--- src/rtl/four_pa_scheduler.sv ---
// four_pa_scheduler: shares one downstream resource among four requesters.
// Requests and priorities are snapshotted in IDLE. ARB picks the requester with
// the largest aged effective priority; ties go to the highest index. GRANT
// holds a one-hot grant until done, request drop, or the MAX_HOLD limit.
// Losers are aged so that low-priority clients cannot starve.
//
// Handshake: a request is accepted when req is nonzero at a rising edge in
// IDLE. The grant is owned from the first cycle gnt_valid is high. It is given
// back by done=1, or by dropping req[gnt_idx], at any rising edge while
// gnt_valid is high. done is ignored at all other times.
//
// Parameter constraints: AGE_W <= N, so the aged sum fits in N+1 bits. MAX_HOLD >= 2.
module four_pa_scheduler #(
  parameter int N        = 8,
  parameter int AGE_W    = 4,
  parameter int MAX_HOLD = 16
) (
  input  logic                 clk,
  input  logic                 reset,
  input  logic [3:0]           req,
  input  logic [N-1:0]         pri3,
  input  logic [N-1:0]         pri2,
  input  logic [N-1:0]         pri1,
  input  logic [N-1:0]         pri0,
  input  logic                 done,
  output logic [3:0]           gnt,
  output logic [1:0]           gnt_idx,
  output logic                 gnt_valid,
  output logic                 busy,
  output logic                 timeout,
  output logic [1:0]           dbg_state_o,
  output logic [4*AGE_W-1:0]   dbg_ages_o
);

  typedef enum logic [1:0] {
    S_IDLE  = 2'd0,
    S_ARB   = 2'd1,
    S_GRANT = 2'd2
  } state_t;

  localparam int HOLD_W = $clog2(MAX_HOLD + 1);
  localparam int EFF_W  = N + 1;

  state_t              state_q, state_d;
  logic [3:0]          req_s_q, req_s_d;
  logic [N-1:0]        pri_s_q [4];
  logic [N-1:0]        pri_s_d [4];
  logic [AGE_W-1:0]    age_q   [4];
  logic [AGE_W-1:0]    age_d   [4];
  logic [HOLD_W-1:0]   hold_q, hold_d;
  logic [3:0]          gnt_q, gnt_d;
  logic [1:0]          gnt_idx_q, gnt_idx_d;
  logic                timeout_q, timeout_d;

  logic [EFF_W-1:0]    eff [4];
  logic [EFF_W-1:0]    best_eff;
  logic [1:0]          win_idx;
  logic                hold_at_max;
  logic                req_cur;
  logic                release_now;

  // Aged max-select over the snapshot; >= lets a later (higher) index win ties.
  always_comb begin
    best_eff = '0;
    win_idx  = 2'd0;
    for (int i = 0; i < 4; i++) begin
      eff[i] = {1'b0, pri_s_q[i]} + EFF_W'(age_q[i]);
      if (req_s_q[i] && (eff[i] >= best_eff)) begin
        best_eff = eff[i];
        win_idx  = 2'(i);
      end
    end
  end

  // Release conditions for the current grant.
  always_comb begin
    hold_at_max = (hold_q == HOLD_W'(MAX_HOLD));
    req_cur     = req[gnt_idx_q];
    release_now = done || !req_cur || hold_at_max;
  end

  // Next-state and datapath updates.
  always_comb begin
    state_d   = state_q;
    req_s_d   = req_s_q;
    pri_s_d   = pri_s_q;
    age_d     = age_q;
    hold_d    = hold_q;
    gnt_d     = gnt_q;
    gnt_idx_d = gnt_idx_q;
    timeout_d = 1'b0;
    case (state_q)
      S_IDLE: begin
        if (|req) begin
          req_s_d    = req;
          pri_s_d[0] = pri0;
          pri_s_d[1] = pri1;
          pri_s_d[2] = pri2;
          pri_s_d[3] = pri3;
          state_d    = S_ARB;
        end
      end
      S_ARB: begin
        gnt_d     = 4'b0001 << win_idx;
        gnt_idx_d = win_idx;
        hold_d    = HOLD_W'(1);
        state_d   = S_GRANT;
        // Winner restarts at 0, waiting losers age (saturating), non-requesters reset.
        for (int i = 0; i < 4; i++) begin
          if (!req_s_q[i] || (win_idx == 2'(i))) begin
            age_d[i] = '0;
          end else if (age_q[i] != {AGE_W{1'b1}}) begin
            age_d[i] = age_q[i] + AGE_W'(1);
          end
        end
      end
      S_GRANT: begin
        if (release_now) begin
          state_d   = S_IDLE;
          gnt_d     = 4'b0000;
          hold_d    = '0;
          // Timeout only when the hold limit alone forced the release.
          timeout_d = hold_at_max && !done && req_cur;
        end else begin
          hold_d = hold_q + HOLD_W'(1);
        end
      end
      default: begin
        state_d = S_IDLE;
      end
    endcase
  end

  // State register with synchronous reset of every field.
  always_ff @(posedge clk) begin
    if (reset) begin
      state_q   <= S_IDLE;
      req_s_q   <= '0;
      hold_q    <= '0;
      gnt_q     <= '0;
      gnt_idx_q <= '0;
      timeout_q <= 1'b0;
      for (int i = 0; i < 4; i++) begin
        pri_s_q[i] <= '0;
        age_q[i]   <= '0;
      end
    end else begin
      state_q   <= state_d;
      req_s_q   <= req_s_d;
      hold_q    <= hold_d;
      gnt_q     <= gnt_d;
      gnt_idx_q <= gnt_idx_d;
      timeout_q <= timeout_d;
      for (int i = 0; i < 4; i++) begin
        pri_s_q[i] <= pri_s_d[i];
        age_q[i]   <= age_d[i];
      end
    end
  end

  // Outputs come straight from registers.
  always_comb begin
    gnt         = gnt_q;
    gnt_idx     = gnt_idx_q;
    gnt_valid   = (state_q == S_GRANT);
    busy        = (state_q != S_IDLE);
    timeout     = timeout_q;
    dbg_state_o = state_q;
    dbg_ages_o  = '0;
    for (int i = 0; i < 4; i++) begin
      dbg_ages_o[i*AGE_W +: AGE_W] = age_q[i];
    end
  end

endmodule

--- config.mk ---
export PLATFORM = sky130hd
export DESIGN_NAME = four_pa_scheduler
export DESIGN_NICKNAME = d
export VERILOG_FILES = /design/src/rtl/four_pa_scheduler.sv
export SDC_FILE = /design/constraint.sdc
export NUM_CORES = 1
export LEC_CHECK = 0
export CAP_MARGIN = 5
export CORE_MARGIN = 2
export CORE_UTILIZATION = 40
export CTS_BUF_LIST = sky130_fd_sc_hd__clkbuf_16
export DETAILED_ROUTE_END_ITERATION = 16
export PLACE_DENSITY = 0.74
export SLEW_MARGIN = 10
export SYNTH_ARGS = -nofsm -noshare
export SYNTH_HDL_FRONTEND = slang
export SYNTH_SLANG_ARGS = --single-unit
--- constraint.sdc ---
create_clock -name clk -period 11.35 [get_ports clk]
set_clock_uncertainty 0.15 [all_clocks]
set_input_delay 1.7025 -clock clk [delete_from_list [all_inputs] [get_ports clk]]
set_output_delay 1.7025 -clock clk [all_outputs]
set_load 0.005 [all_outputs]
After elaboration in Yosys (flattened, before gate mapping)
Cells that the tools add are included.

Flip-flop bits (word level): 66. Input port bits: 39. Bits in read-only memories: 0. Bits in latches: 0. RAM bits: 0. Memories kept: 0.

$lt $le $gt $ge: 5. Add/sub/neg operators: 9. Reductions and logical operators: 35. Div/mod/pow operators: 0. Eq/ne operators: 12. Multipliers: 0. Shifts and indexed selects: 1. Bitwise logic cells: 2. Muxes and demuxes: 23.

Operators by type and width (count): adder 8 x 4 -> 9 bit (4); two-way mux 4 bit (9); >= comparator 9 bit (3); two-way mux 9 bit (3); adder 4 x 1 -> 4 bit, second input constant (4); inequality test 4 bit, second input constant (4); AND reduction 2 bit (7); nonzero test 2 bit (6); one-hot mux 5 bit (2 select lines) (1); >= comparator 9 x 1 -> 1 bit, second input constant (1); two-way mux 2 bit (4); one-hot mux 4 bit (2 select lines) (1); equality test 2 bit, second input constant (3); logical AND 1 bit (6); zero test 1 bit (6); logical OR 1 bit (6); one-hot mux 2 bit (3 select lines) (1); adder 5 x 1 -> 5 bit, second input constant (1); equality test 5 bit, second input constant (1); two-way mux 5 bit (1); equality test 2 x 1 -> 1 bit, second input constant (2); zero test 2 bit (2); OR reduction 4 bit (1); left shift 1 x 2 -> 4 bit, first input constant (1); other kinds (7) (9).

Longest topological paths before layout
Gate-level depths: netlist of the first run.

Depth after elaboration: 17. Depth in mapped cells: 35. Mapped depth without buffers: 32.

Worst setup path after synthesis of the first run
OpenSTA, ideal clock, no wires.

Kind: register -> register. Start point: register age_q (netlist bit dbg_ages_o[0]). End point: register age_q (netlist bit dbg_ages_o[6]). Stages on the path, launching flop included: 33. Data arrival time: 6151 ps. Setup slack: 4963 ps. Setup time: 86 ps. Buffers on the path: 3. Clock period less this slack: 6387 ps. Cells stage by stage: dfxtp_1 ha_1 inv_1 fa_1 nor2b_1 o21ai_0 nand2_1 and3_1 xor2_1 nand2_1 ha_1 a21oi_1 nor2b_1 o21ai_0 a31o_2 buf_2 mux2_2 ha_1 nand2b_4 a2111oi_4 o21bai_2 a41oi_4 buf_6 buf_4 a31oi_1 ha_1 and4_1 nand2_1 a221oi_2 o21ai_1 a31oi_1 o21ai_1 a211oi_1.

Longest elaborated chain between the ends: 17. Elaborated cells on any way between the ends: 20.

Ends and longest elaborated chain: start: declaration (line 48) `logic [AGE_W-1:0] age_q [4];`; start signal: indexed assignment (line 156) `age_q[i] <= age_d[i];`; adder 8 x 4 -> 9 bit * (line 67) `eff[i] = {1'b0, pri_s_q[i]} + EFF_W'(age_q[i]);`; >= comparator 9 x 1 -> 1 bit (line 68) `if (req_s_q[i] && (eff[i] >= best_eff)) begin`; logical AND 1 bit (line 68); two-way mux 9 bit * (line 68); >= comparator 9 bit (line 68); logical AND 1 bit (line 68); two-way mux 9 bit (line 68); >= comparator 9 bit (line 68); logical AND 1 bit (line 68); two-way mux 9 bit (line 68); >= comparator 9 bit (line 68); logical AND 1 bit (line 68); two-way mux 2 bit * (line 68); equality test 2 x 1 -> 1 bit * (line 110) `if (!req_s_q[i] || (win_idx == 2'(i))) begin`; logical OR 1 bit * (line 110); nonzero test 2 bit (no line); AND reduction 2 bit (no line).

Mark *: on every way between the ends. The rest lies on a longest branch, timed or not. A chain may end at the register's enable or synchronous reset.

Worst setup path in the final report of the first run
Same ends and word-level chain as after synthesis.

==> results.py, run 1 <==
metrics = {
    "routing": {
        "wl_met3_um": 475,
        "wl_met1_um": 4650,
        "vias": 4042,
        "first_iter_violations": 121,
        "routed_wl_um": 10900,
        "first_pass_iters": 4,
        "ant_nets": 0,
        "drc": 0,
        "via_per_inst": 5.42,
        "dr_wl_met2_um": 5590,
        "wl_per_cell_um": 14.6,
        "top_layer": "met4",
    },
    "logic_synthesis": {
        "synth_edf_count": 0,
        "ys_types": 59,
        "synth_top_flop_cell": "dfxtp_1",
        "synth_top_area_cell": "dfxtp_1",
        "synth_seq_cells": 66,
        "synthTopCellsByArea": "dfxtp_1 30%, ha_1 15%, nand2_1 8.1%",
        "netlist_instances": 544,
        "async_reset_ff_frac": 0,
        "yosys_warnings": 0,
        "netlist.area_leader.share": 0.296,
        "syn_area_sq_um": 4470,
        "synth_nets": 639,
        "synth.yosys.seq_area_share": 0.296,
        "avgSynthCellArea_sq_um": 8.22,
    },
    "finish": {
        "drive_gt1_frac": 0.0644,
        "layout.nets": 696,
        "n_fill_cell": 1029,
        "num_antenna_cells": 0,
        "multi_input_area_sq_um": 2970,
        "mostFrequentLayoutCells": "97 x nand2_1, 66 x dfxtp_1, 64 x clkdlybuf4s50_1",
        "final_cells": 746,
        "seqCellArea_sq_um": 1320,
        "area_growth_syn_to_layout_pct": 24.0,
        "final_common_cell": "nand2_1",
    },
    "floorplanning": {
        "die_w_um": 110,
        "ios": 66,
        "dieArea_sq_um": 12000,
        "core_sq_um": 10900,
        "die_h_um": 110,
        "rows": 38,
        "start_util": 0.410,
    },
    "timing": {
        "fin_crit_ns": 7.28,
        "fin_setup_tns_ns": 0,
        "finalMaxSlewViolations": 0,
        "fmax_mhz": 137,
        "finalSetupViolCount": 0,
        "rsz0062_at_grt": "false",
        "post-route-period-util": 0.642,
        "slew-limit-headroom": 0.549,
        "hold_viol": 0,
        "worst_pin_slew_ns": 0.676,
    },
    "place": {
        "dp.cells": 730,
        "place_congestion": 0.855,
        "dpl.hpwl_um": 8190,
        "portBuffers": 65,
    },
    "grt": {
        "grt_max_degree": 67,
        "grt_pass1_vias": 3934,
        "overflow": 0,
        "grt_pass1_wl_um": 18100,
        "grt_usage": 0.191,
        "antenna_found_initial": 0,
    },
    "clock_tree": {
        "cts_buffers": 9,
        "cts_root_buf": "clkbuf_16",
        "hold_buffers": 0,
        "path_clk_slew_ns": 0.06,
        "clk_latency_ns": 0.34,
        "cts_sinks": 66,
        "cts_setup_buffers": 0,
        "cts_tree": "built",
        "cts_max_level": 3,
        "cts.path.max_buffers": 2,
        "cts_resized": 0,
    },
    "setup_path": {
        "critical-path-top-delay-family": "compound AO/OA/AOI/OAI gates",
        "path_max_fanout": 23,
        "crit_buf_inv": 1,
        "critical_path.most_common_cell": "ha_1",
        "end_kind": "flip-flop",
        "crit_path_top_delay_cell": "a41oi_4",
        "crit_arrival_ns": 7.39,
        "r2r_slack_ns": 4.07,
        "path_class": "flip-flop to flip-flop",
        "start_kind": "flip-flop",
        "cp.required_ns": 11.45,
        "reg2reg_depth": 30,
        "max_stage_delay_ns": 0.59,
        "r2r_start": "dbg_ages_o[0]",
        "r2r-end": "dbg_ages_o[6]",
    },
    "status": {
        "status": "completed",
    },
    "worst_hold_path": {
        "hold_path_depth": 2,
        "min_to": "pri_s_q[26]",
        "min_path_type": "flip-flop to flip-flop",
        "holdCritStartpoint": "pri_s_q[26]",
    },
    "power": {
        "power_leakage_nw": 2.28,
        "power.density_nw_per_um2": 139,
        "ir_worst_vdd_v": 0.0000777,
    },
    "run": {
        "cap_violations": 0,
    },
}
==> power by group <==
| group | switching (mW) | total, mW | internal (mW) |
|---|---|---|---|
| sequential | 0.0197 | 0.270 | 0.250 |
| clock | 0.114 | 0.308 | 0.194 |
| combinational | 0.105 | 0.192 | 0.0861 |
| total | 0.239 | 0.769 | 0.530 |
==> registers in the layout, summed over array words and instances (netlist names) <==
name,flops
gnt_idx,2
timeout,1
hold_q,5
req_s_q,4
gnt,4
dbg_ages_o,16
pri_s_q,32
dbg_state_o,2
==> cell type report <==
| type | count | area share |
|---|---|---|
| inverters | 23 | 0.0156 |
| clock inverters | 7 | 0.0178 |
| repair buffers | 68 | 0.121 |
| well taps | 140 | 0.0316 |
| multi-input cells | 433 | 0.535 |
| flip-flops and latches | 66 | 0.238 |
| clock buffers | 9 | 0.0406 |
==> per-stage QoR <==
step	area (sq um)	hold slack [ns]	total power, mW	worst slack [ns]	util
4_1_cts	5540	0.313	0.775	4.11	0.509
2_1_floorplan	4470	0.290	0.406	4.96	-
6_report	5540	0.309	0.769	4.07	0.509
3_3_place_gp	5220	0.301	0.458	4.58	0.479
3_5_place_dp	5220	0.306	0.466	4.22	0.479
5_1_grt	5540	0.338	0.809	3.43	0.509
==> Yosys cell counts (8+ instances only) <==
cell      number
nor2_1        36
ha_1          52
nand2_1       97
a21o_1        14
inv_1         23
a21oi_1       54
xor2_1        15
a31oi_1        9
nand2b_1      10
xnor2_1       14
clkbuf_1      14
nor2b_1       13
o21ai_0       20
dfxtp_1       66
nand3_1       14
nand4_1        8
==> logic make-up (layout without fill, tap and decap cells) <==
family / Yosys count / in the layout / share of synthesized area
buf+inv: 45 / 107 / 0.0417
fa+ha+maj: 56 / 56 / 0.163
xor+xnor: 29 / 29 / 0.0568
flops: 66 / 66 / 0.296
mux: 9 / 9 / 0.0241
simple gates: 204 / 204 / 0.216
compound gates: 135 / 135 / 0.203
==> worst max path at each step <==
stage | start | endpoint | slack, ns | cells after the start
floorplan | dbg_ages_o[0] | dbg_ages_o[6] | 4.96 | 32
global placement | dbg_ages_o[0] | dbg_ages_o[6] | 4.58 | 30
detailed placement | dbg_ages_o[0] | dbg_ages_o[6] | 4.22 | 30
CTS | dbg_ages_o[0] | dbg_ages_o[6] | 4.11 | 30
global route | dbg_ages_o[0] | dbg_ages_o[6] | 3.43 | 30
finish | dbg_ages_o[0] | dbg_ages_o[6] | 4.07 | 30
==> metal layers <==
metal	up-vias	global-route usage
met2	90	0.343
met5	-	0
met3	16	0.0403
li1	2036	-
met1	1900	0.223
met4	0	0.0696
==> worst min-delay path, cell delays in order, from the launching register on <==
cell	delay, ns
dfxtp_1	0.31
nand2_1	0.05
a21oi_1	0.05
Note: power is estimated with default switching activity, not from simulation.
==> run 2: changes to the inputs <==
Settings changed: PLACE_DENSITY 0.74 to 0.76.
Clock period 11.35 ns to 6.6 ns, I/O delays scaled along.
==> run 2 against run 1 <==
  * Power grew 78%
  * Clock power grew 67%
  * Flip-flop and latch count is the same
  * Maximum frequency grew 14%
  * Count of clock-buffer cells in the layout is the same
  * Worst hold slack gained 0.0020 ns
  * Critical path type unchanged
  * Critical endpoint is now dbg_ages_o[5]
==> results.py, run 2 (same netlist as run 1, synthesis figures left out) <==
metrics = {
    "status": {
        "status": "completed",
    },
    "routing": {
        "first_pass_iters": 4,
        "wl_per_cell_um": 15.3,
        "drc": 0,
        "vias": 4106,
        "via_per_inst": 5.41,
        "first_iter_violations": 144,
        "ant_nets": 0,
        "routed_wl_um": 11600,
    },
    "finish": {
        "n_fill_cell": 1004,
        "layout.nets": 709,
        "area_growth_syn_to_layout_pct": 30.6,
        "num_antenna_cells": 0,
        "drive_gt1_frac": 0.120,
        "final_common_cell": "nand2_1",
        "largest_reg_flops": 32,
        "final_cells": 759,
        "fin_area_sq_um": 5840,
        "mostFrequentLayoutCells": "95 x nand2_1, 64 x clkdlybuf4s50_1, 63 x dfxtp_1",
        "max_flop_register": "pri_s_q",
    },
    "floorplanning": {
        "rows": 38,
        "start_util": 0.410,
        "core_sq_um": 10900,
        "die_h_um": 110,
        "ios": 66,
        "dieArea_sq_um": 12000,
        "die_w_um": 110,
    },
    "power": {
        "power.density_nw_per_um2": 234,
        "clkPwrFrac": 0.377,
        "p_int_uw": 940,
        "total_power_mw": 1.37,
        "ir_worst_vdd_v": 0.000120,
        "power_leakage_nw": 2.37,
        "netSwitchingPower_uw": 427,
        "swShare": 0.312,
        "seqPwrFrac": 0.340,
        "pwr-share-comb": 0.283,
    },
    "setup_path": {
        "path_max_fanout": 7,
        "cp.required_ns": 6.64,
        "r2r_start": "dbg_ages_o[5]",
        "critPathLaunch": "dbg_ages_o[5]",
        "crit_arrival_ns": 6.41,
        "start_kind": "flip-flop",
        "end_kind": "flip-flop",
        "path_class": "flip-flop to flip-flop",
    },
    "worst_hold_path": {
        "holdCritStartpoint": "pri_s_q[16]",
        "min_path_type": "flip-flop to flip-flop",
    },
    "grt": {
        "grt_max_degree": 67,
        "antenna_found_initial": 0,
        "grt_pass1_vias": 4025,
        "overflow": 0,
        "grt_usage": 0.199,
        "grt_pass1_wl_um": 18700,
    },
    "timing": {
        "finalMaxSlewViolations": 0,
        "slew-limit-headroom": 0.516,
        "post-route-period-util": 0.966,
        "fin_crit_ns": 6.37,
        "fmax_mhz": 157,
        "finalSetupViolCount": 0,
        "fin_setup_tns_ns": 0,
        "hold_viol": 0,
        "worst_pin_slew_ns": 0.725,
    },
    "clock_tree": {
        "cts_tree": "built",
        "hold_buffers": 0,
        "path_clk_slew_ns": 0.05,
        "clk_latency_ns": 0.34,
        "cts_sinks": 66,
        "cts_buffers": 9,
        "cts.path.max_buffers": 2,
        "cts_max_level": 3,
        "cts_root_buf": "clkbuf_16",
    },
    "place": {
        "portBuffers": 65,
        "dpl.hpwl_um": 8440,
        "place_area_sq_um": 5280,
        "place_congestion": 0.869,
        "dp.cells": 737,
    },
    "run": {
        "cap_violations": 0,
    },
}
## run 2: metal layers
| layer | global-route usage | up-vias | part of all wire |
|---|---|---|---|
| met4 | 0.0759 | 0 | 0.020 |
| met3 | 0.0427 | 20 | 0.038 |
| met2 | 0.345 | 53 | 0.51 |
| met1 | 0.240 | 1973 | 0.43 |
| met5 | 0 | - | 0 |
| li1 | - | 2060 | - |
## run 2: area by class of cell
cell class / count / area [sq um] / area share
clock buffers: 9 / 225 / 0.0386
flip-flops and latches: 66 / 1330 / 0.227
clock inverters: 7 / 93.8 / 0.0161
repair buffers: 81 / 803 / 0.138
well taps: 140 / 175 / 0.0300
inverters: 23 / 86.3 / 0.0148
multi-input cells: 433 / 3130 / 0.536
## run 2: power by group through the flow
stage | logic [mW] | clock network (mW) | registers (mW)
detailed placement | 0.341 | 0 | 0.472
floorplan | 0.235 | 0 | 0.462
global placement | 0.330 | 0 | 0.470
finish | 0.386 | 0.515 | 0.465
global route | 0.429 | 0.541 | 0.470
CTS | 0.344 | 0.525 | 0.463
## run 2: critical path: stages, from the launching register on
cell,delay [ns]
dfxtp_1,0.48
ha_1,0.28
a21o_1,0.16
a21oi_1,0.21
nor2b_1,0.10
o2111a_1,0.26
xor2_1,0.24
ha_1,0.29
and4_4,0.19
a21oi_1,0.22
a31o_4,0.22
buf_4,0.11
mux2_2,0.36
ha_4,0.23
a2111oi_4,0.36
o21bai_2,0.12
a41oi_4,0.22
buf_12,0.15
nor2b_1,0.17
nor2_1,0.07
ha_1,0.30
and4_1,0.22
a221o_1,0.41
o21ai_2,0.25
a31oi_4,0.16
a31oi_1,0.20
a21oi_1,0.08
## run 2: timing repair
item	in CTS	in global routing
pin swaps	0	13
gates resized for setup	3	32
buffers inserted	0	5
cloned	0	1
endpoints found under the setup margin	5	22
## run 2: metrics by stage
step | worst slack [ns] | util | hold slack (ns)
2_1_floorplan | 0.213 | - | 0.290
3_3_place_gp | 0.149 | 0.485 | 0.300
3_5_place_dp | -0.104 | 0.485 | 0.308
4_1_cts | 0.00795 | 0.515 | 0.315
5_1_grt | -0.0935 | 0.536 | 0.335
6_report | 0.226 | 0.536 | 0.311
## run 2: final timing paths
| check | cells after the start | slack, ns | endpoint |
|---|---|---|---|
| worst max-delay path | 26 | 0.23 | dbg_ages_o[5] |
| worst min-delay path | 2 | 0.31 | pri_s_q[16] |
| worst max register to register | 26 | 0.23 | dbg_ages_o[5] |
| worst min register to register | 2 | 0.31 | pri_s_q[16] |
==> run 3: changes to the inputs <==
Settings changed: CTS_CLUSTER_SIZE from default to 16, SLEW_MARGIN 10 to default.
==> results of run 3 <==
Same layout as run 2: the final DEF is identical, and so are final timing and power.
